[config.mk]
export PLATFORM = sky130hd
export DESIGN_NAME = arc4_init_ksa_top
export DESIGN_NICKNAME = d
export VERILOG_FILES = /design/src/rtl/arc4_pkg.sv /design/src/rtl/arc4_ksa.sv /design/src/rtl/arc4_init_ksa_top.sv
export SDC_FILE = /design/constraint.sdc
export NUM_CORES = 1
export LEC_CHECK = 0
export CAP_MARGIN = 15
export CORE_UTILIZATION = 45
export DETAILED_ROUTE_END_ITERATION = 10
export SLEW_MARGIN = 10
export SYNTH_ARGS = -nofsm -noshare
export SYNTH_HDL_FRONTEND = slang
export SYNTH_HIERARCHICAL = 1
export SYNTH_SLANG_ARGS = --single-unit
[constraint.sdc]
create_clock -name CLOCK_50 -period 12.5 [get_ports CLOCK_50]
set_input_delay 2.5 -clock CLOCK_50 [delete_from_list [all_inputs] [get_ports CLOCK_50]]
set_output_delay 2.5 -clock CLOCK_50 [all_outputs]
set_load 0.005 [all_outputs]
[src/rtl/arc4_pkg.sv]
// Shared definitions for the ARC4 init/KSA stage: FSM states, memory/key
// geometry and the key-byte selector used by the key-scheduling datapath.
package arc4_pkg;

    localparam int unsigned MEM_DEPTH = 256;
    localparam int unsigned KEY_BYTES = 3;

    typedef enum logic [3:0] {
        INIT   = 4'd0,
        READI  = 4'd1,
        WAITI  = 4'd2,
        GETJ   = 4'd3,
        READJ  = 4'd4,
        WAITJ  = 4'd5,
        WRITEI = 4'd6,
        WRITEJ = 4'd7,
        DONE   = 4'd8
    } state_e;

    // Key bytes are consumed big-endian: index 0 takes the top byte of the key.
    function automatic logic [7:0] key_byte(input logic [7:0] idx, input logic [23:0] key);
        logic [7:0] sel_s;
        logic [7:0] byte_s;
        sel_s = idx % 8'(KEY_BYTES);
        case (sel_s)
            8'd0:    byte_s = key[23:16];
            8'd1:    byte_s = key[15:8];
            8'd2:    byte_s = key[7:0];
            default: byte_s = 8'h00;
        endcase
        return byte_s;
    endfunction

endpackage

[src/rtl/arc4_ksa.sv]
// ARC4 key-scheduling FSM: seven cycles per index to read S[i], update j,
// read S[j] and swap the two entries through a single-port memory.
module arc4_ksa
    import arc4_pkg::*;
(
    input  logic        clk,
    input  logic        reset,
    input  logic        start,
    input  logic [23:0] key,
    input  logic [7:0]  rddata,
    output logic [7:0]  addr,
    output logic [7:0]  data,
    output logic        wren,
    output logic        done
);

    state_e     state_r, state_n;
    logic [7:0] i_r, i_n;
    logic [7:0] j_r, j_n;
    logic [7:0] temp_i_r, temp_i_n;
    logic [7:0] addr_r, addr_n;
    logic [7:0] data_r, data_n;
    logic       wren_r, wren_n;
    logic       done_r, done_n;
    logic [7:0] j_sum_s;

    assign j_sum_s = j_r + rddata + key_byte(i_r, key);

    assign addr = addr_r;
    assign data = data_r;
    assign wren = wren_r;
    assign done = done_r;

    // State and memory-port registers; the port is set on entry to each state.
    always_ff @(posedge clk) begin
        if (reset) begin
            state_r  <= INIT;
            i_r      <= 8'd0;
            j_r      <= 8'd0;
            temp_i_r <= 8'd0;
            addr_r   <= 8'd0;
            data_r   <= 8'd0;
            wren_r   <= 1'b0;
            done_r   <= 1'b0;
        end else begin
            state_r  <= state_n;
            i_r      <= i_n;
            j_r      <= j_n;
            temp_i_r <= temp_i_n;
            addr_r   <= addr_n;
            data_r   <= data_n;
            wren_r   <= wren_n;
            done_r   <= done_n;
        end
    end

    // Next-state and next-port logic.
    always_comb begin
        state_n  = state_r;
        i_n      = i_r;
        j_n      = j_r;
        temp_i_n = temp_i_r;
        addr_n   = addr_r;
        data_n   = data_r;
        wren_n   = 1'b0;
        done_n   = done_r;
        case (state_r)
            INIT: begin
                if (start) begin
                    state_n = READI;
                    addr_n  = i_r;
                end else begin
                    state_n = INIT;
                end
            end
            READI: state_n = WAITI;
            WAITI: state_n = GETJ;
            GETJ: begin
                // rddata holds S[i] here; the new j goes straight onto the address bus.
                temp_i_n = rddata;
                j_n      = j_sum_s;
                addr_n   = j_sum_s;
                state_n  = READJ;
            end
            READJ: state_n = WAITJ;
            WAITJ: begin
                addr_n  = i_r;
                data_n  = rddata;
                wren_n  = 1'b1;
                state_n = WRITEI;
            end
            WRITEI: begin
                addr_n  = j_r;
                data_n  = temp_i_r;
                wren_n  = 1'b1;
                state_n = WRITEJ;
            end
            WRITEJ: begin
                if (i_r == 8'hFF) begin
                    done_n  = 1'b1;
                    state_n = DONE;
                end else begin
                    i_n     = i_r + 8'd1;
                    addr_n  = i_r + 8'd1;
                    state_n = READI;
                end
            end
            DONE: begin
                done_n  = 1'b1;
                state_n = DONE;
            end
            default: begin
                state_n = INIT;
            end
        endcase
    end

endmodule

[src/rtl/arc4_init_ksa_top.sv]
// DE1-SoC top for ARC4 stage 2: fills S with the identity permutation, then
// hands the memory port to the KSA engine, keyed from the slide switches.
module arc4_init_ksa_top
    import arc4_pkg::*;
(
    input  logic       CLOCK_50,
    input  logic       reset,
    input  logic [3:0] KEY,
    input  logic [9:0] SW,
    output logic [6:0] HEX0,
    output logic [6:0] HEX1,
    output logic [6:0] HEX2,
    output logic [6:0] HEX3,
    output logic [6:0] HEX4,
    output logic [6:0] HEX5,
    output logic [9:0] LEDR
);

    logic [7:0]  mem_r [0:MEM_DEPTH-1];
    logic [7:0]  rddata_r;

    logic [7:0]  init_cnt_r;
    logic [7:0]  init_addr_r;
    logic [7:0]  init_data_r;
    logic        init_wren_r;
    logic        init_done_r;
    logic        init_last_s;

    logic [7:0]  ksa_addr_s;
    logic [7:0]  ksa_data_s;
    logic        ksa_wren_s;
    logic        ksa_done_s;

    logic [7:0]  mem_addr_s;
    logic [7:0]  mem_data_s;
    logic        mem_wren_s;
    logic [23:0] key_s;
    logic        unused_key_s;

    assign key_s        = {14'b0, SW};
    assign unused_key_s = ^KEY;

    // The write of address 255 commits on the same edge that hands over to the KSA.
    assign init_last_s = init_wren_r && (init_addr_r == 8'hFF);

    // Init pass: one identity write per cycle until address 255 has been written.
    always_ff @(posedge CLOCK_50) begin
        if (reset) begin
            init_cnt_r  <= 8'd0;
            init_addr_r <= 8'd0;
            init_data_r <= 8'd0;
            init_wren_r <= 1'b0;
            init_done_r <= 1'b0;
        end else if (init_done_r) begin
            init_wren_r <= 1'b0;
        end else if (init_last_s) begin
            init_wren_r <= 1'b0;
            init_done_r <= 1'b1;
        end else begin
            init_addr_r <= init_cnt_r;
            init_data_r <= init_cnt_r;
            init_wren_r <= 1'b1;
            init_cnt_r  <= init_cnt_r + 8'd1;
        end
    end

    arc4_ksa u_ksa (
        .clk    (CLOCK_50),
        .reset  (reset),
        .start  (init_last_s),
        .key    (key_s),
        .rddata (rddata_r),
        .addr   (ksa_addr_s),
        .data   (ksa_data_s),
        .wren   (ksa_wren_s),
        .done   (ksa_done_s)
    );

    // Memory port ownership: init engine until it finishes, KSA afterwards.
    always_comb begin
        mem_addr_s = init_addr_r;
        mem_data_s = init_data_r;
        mem_wren_s = init_wren_r;
        if (init_done_r) begin
            mem_addr_s = ksa_addr_s;
            mem_data_s = ksa_data_s;
            mem_wren_s = ksa_wren_s;
        end else begin
            mem_addr_s = init_addr_r;
            mem_data_s = init_data_r;
            mem_wren_s = init_wren_r;
        end
    end

    // Single-port state memory with registered read (read-before-write).
    always_ff @(posedge CLOCK_50) begin
        if (mem_wren_s) begin
            mem_r[mem_addr_s] <= mem_data_s;
        end
        rddata_r <= mem_r[mem_addr_s];
    end

    assign HEX0 = 7'h7F;
    assign HEX1 = 7'h7F;
    assign HEX2 = 7'h7F;
    assign HEX3 = 7'h7F;
    assign HEX4 = 7'h7F;
    assign HEX5 = 7'h7F;
    assign LEDR = {8'b0, init_done_r, ksa_done_s};

endmodule

# After elaboration in Yosys (flattened, before gate mapping)
# Index checks and enable logic that the tools add are counted.
[totals]
reg_bits = 31
in_bits = 16
output_inout_bits = 52
elab_cells = 38
[op_classes]
add_sub_neg = 2
eq_ne = 11
mux = 8
n_bitwise = 3
reduce_logical = 7
[op_table]
columns = ["cell", "n"]
rows = [
  ["$pmux 4 s9", 1],
  ["$add 8x1->8 const B", 2],
  ["$eq 4x3->1 const B", 4],
  ["$eq 8x8->1 const B", 2],
  ["$eq 4x2->1 const B", 2],
  ["$reduce_and 2->1", 3],
  ["$mux 1", 5],
  ["$eq 4x1->1 const B", 1],
  ["$eq 4x4->1 const B", 1],
  ["$logic_not 4->1", 1],
  ["$mux 4", 1],
  ["$not 1->1", 3],
  ["$ne 2x1->1 const B", 1],
  ["$pmux 1 s2", 1],
  ["$reduce_bool 2->1", 1],
  ["$reduce_or 2->1", 1],
  ["$logic_and 1x1->1", 1],
]

# Longest topological paths before layout
[depth]
depth_word = 4
depth_mapped = 9
depth_no_buf = 8

# Hierarchy
# Netlist, hierarchy kept.
[modules_own_cells]
columns = ["module", "instances", "cells_each", "area_per_inst_um2"]
rows = [
  ["arc4_init_ksa_top", 1, 3898, 80113.1],
  ["arc4_ksa", 1, 395, 3165.5],
]

# Least setup slack after synthesis
# OpenSTA, ideal clock, no wires.
[synth_path]
kind = "flip-flop to flip-flop"
start = "reg init_done_r"
end = "reg, netlist name mem_r[0][0]"
setup_ps = 2189
arrival_time_ps = 11174
slack_ps = -863
stages_incl_launch_ff = 7
path_buffers = 5
cell_sequence = "dfxtp_1 buf_2 buf_2 buf_2 buf_2 clkbuf_1 o21ai_0"
[synth_rtl]
columns = ["element", "line_no", "text"]
rows = [
  ["start: declaration", "arc4_init_ksa_top.sv:26", "logic init_done_r;"],
  ["start signal: assignment", "arc4_init_ksa_top.sv:53", "init_done_r <= 1'b0;"],
  ["start signal: assignment", "arc4_init_ksa_top.sv:58", "init_done_r <= 1'b1;"],
]

==> run_results.csv <==
group,metric,value,unit
run_status,outcome,"finished, final reports clean",
routing,via_count,1091,
sta,max_freq,263,MHz
grt,grt_max_degree,32,
die,rows,22,
setup_path,r2r-end,"init_cnt_r[5]",
final_layout,mostFrequentLayoutCell,"conb_1",
place,dpl_worst_slack,8380,ps
sta,rsz0062_at_grt,"false",
sta,maxSlewViolCount,0,
power_and_ir_drop,pwr-share-comb,4.3,%
power_and_ir_drop,internal_power,0.145,mW
logic_synthesis,ys_warn_count,6,
clock_network,clk_latency,280,ps
power_and_ir_drop,vdd_drop_max,0.0000485,V
power_and_ir_drop,p_switching,0.0426,mW
routing,post-route-drc-count,0,
place,place_hpwl,1.50,mm
final_layout,final_area,1630,sq um
clock_network,cts_inserted_buffers,5,
power_and_ir_drop,power,0.188,mW
sta,fin_skew,10.4,ps
clock_network,cts-root-buf,"clkbuf_8",
place,place_area,1540,sq um
sta,setup_viol,0,
routing,drt_iter0_markers,73,
setup_path,cp-end-kind,"flop",
sta,fin_ws,8700,ps
grt,grtUsageTotal,11.5,%
routing,first_pass_iters,4,
logic_synthesis,syn_inst,225,
setup_path,worstPathArrival,4020,ps
sta,fin_crit_sh,30.4,%
final_layout,syn2layout_area_growth,-9.39,%
sta,post-route-min-period,3800,ps
clock_network,cts_setup_buffers,0,
setup_path,path_class,"in2reg",
setup_path,cp.required,12720,ps
final_layout,drive_gt1_share,4.46,%
power_and_ir_drop,pwr-share-seq,54.1,%
final_layout,n_fill_cell,388,
worst_hold_path,min-delay-start,"init_done_r",
grt,grt_pass1_vias,864,
power_and_ir_drop,p_leak,0.756,nW
die,die_x,65.2,um
final_layout,instances_no_fill,250,
setup_path,r2r_start,"init_data_r[5]",
setup_path,startpoint_type,"input port",
setup_path,r2r_cells,7,
final_layout,final_nets,221,
final_layout,n_antenna_cell,0,
sta,slew_headroom,26.6,%
routing,postRouteAntennaNets,0,
die,chipHeight,65.2,um
setup_path,critPathCapture,"u_ksa/i_r[6]",
clock_network,cts_resized,0,
final_layout,layout_common_cells,"conb_1 (50), dfxtp_1 (31), nor2_1 (29)",
grt,grt_overflow,0,
final_layout,utilization,43.5,%
power_and_ir_drop,swShare,22.7,%
sta,hold_viol_final,0,
routing,wirelength,2.20,mm
job,maxCapViolations,0,
sta,whs,451,ps
sta,worst_slew_pin_slew,1100,ps
setup_path,ff2ff_setup_slack,10710,ps
clock_network,clk_pin_slew,70,ps
clock_network,cts_tree,"yes",
worst_hold_path,hp-class,"reg2reg",
die,core,3740,sq um
logic_synthesis,netlist_area,1800,sq um
place,dp_cells,243,
routing,viasPerCell,4.36,
setup_path,crit_path_start,"reset",
grt,antenna_found_initial,0,
clock_network,clock_sinks,31,
sta,fin_setup_tns,0,ps
setup_path,worst-path-max-fanout,31,
place,place_congestion,0.700,
power_and_ir_drop,power_density,115,nW/um^2
clock_network,hold_buffers,0,
place,port_buffers,3,
power_and_ir_drop,pwr-share-clk,41.6,%
die,io_pins,68,
clock_network,clockBufferDepth,2,
die,initial_core_util,48.1,%
clock_network,h-tree-depth,2,
die,die_area,4250,sq um
grt,grt_pass1_wl,3.72,mm
logic_synthesis,syn-mean-instance-area,8.00,sq um
routing,wl_per_cell,8.79,um
## worst min-delay path by stage
stage / endpoint / slack [ps] / cells past startpoint
floorplan: u_ksa/done / 420 / 2
global placement: u_ksa/done / 440 / 2
detailed placement: u_ksa/done / 440 / 2
CTS: u_ksa/done / 450 / 2
global route: u_ksa/done / 470 / 2
finish: init_wren_r / 450 / 1
## worst max-delay path, stage by stage
cell             delay, ps
clkdlybuf4s50_1        980
a41o_1                 460
nor2_1                  70
## layout make-up
class	count	area, sq um	area share [%]
inverters	8	30.0	1.84
flip-flops and latches	31	621	38.1
clock buffers	6	82.6	5.07
repair buffers	4	37.5	2.30
well taps	48	60.1	3.68
clock inverters	1	5.00	0.307
multi-input cells	152	795	48.7
## routing by layer
| layer | wire length, um | up-vias | track usage (%) |
|---|---|---|---|
| met3 | 151 | 5 | 4.17 |
| met2 | 930 | 53 | 18.2 |
| met4 | 46 | 0 | 5.71 |
| met5 | 0 | - | 0 |
| li1 | - | 550 | - |
| met1 | 1070 | 483 | 13.6 |
## power by group through the flow
| stage | clock network [mW] | logic (mW) | registers [mW] |
|---|---|---|---|
| floorplan | 0 | 0.0188 | 0.103 |
| global placement | 0 | 0.00788 | 0.104 |
| detailed placement | 0 | 0.00791 | 0.104 |
| CTS | 0.0808 | 0.00801 | 0.102 |
| global route | 0.0841 | 0.00967 | 0.102 |
| finish | 0.0783 | 0.00814 | 0.102 |
## state kept, by name, summed over array words and instances (netlist names)
name and cells:
init_cnt_r 8, init_data_r 8, init_done_r 1, init_wren_r 1
u_ksa/done 1, u_ksa/i_r 8, u_ksa/state_r 4
(Power assumes the default switching activity.)
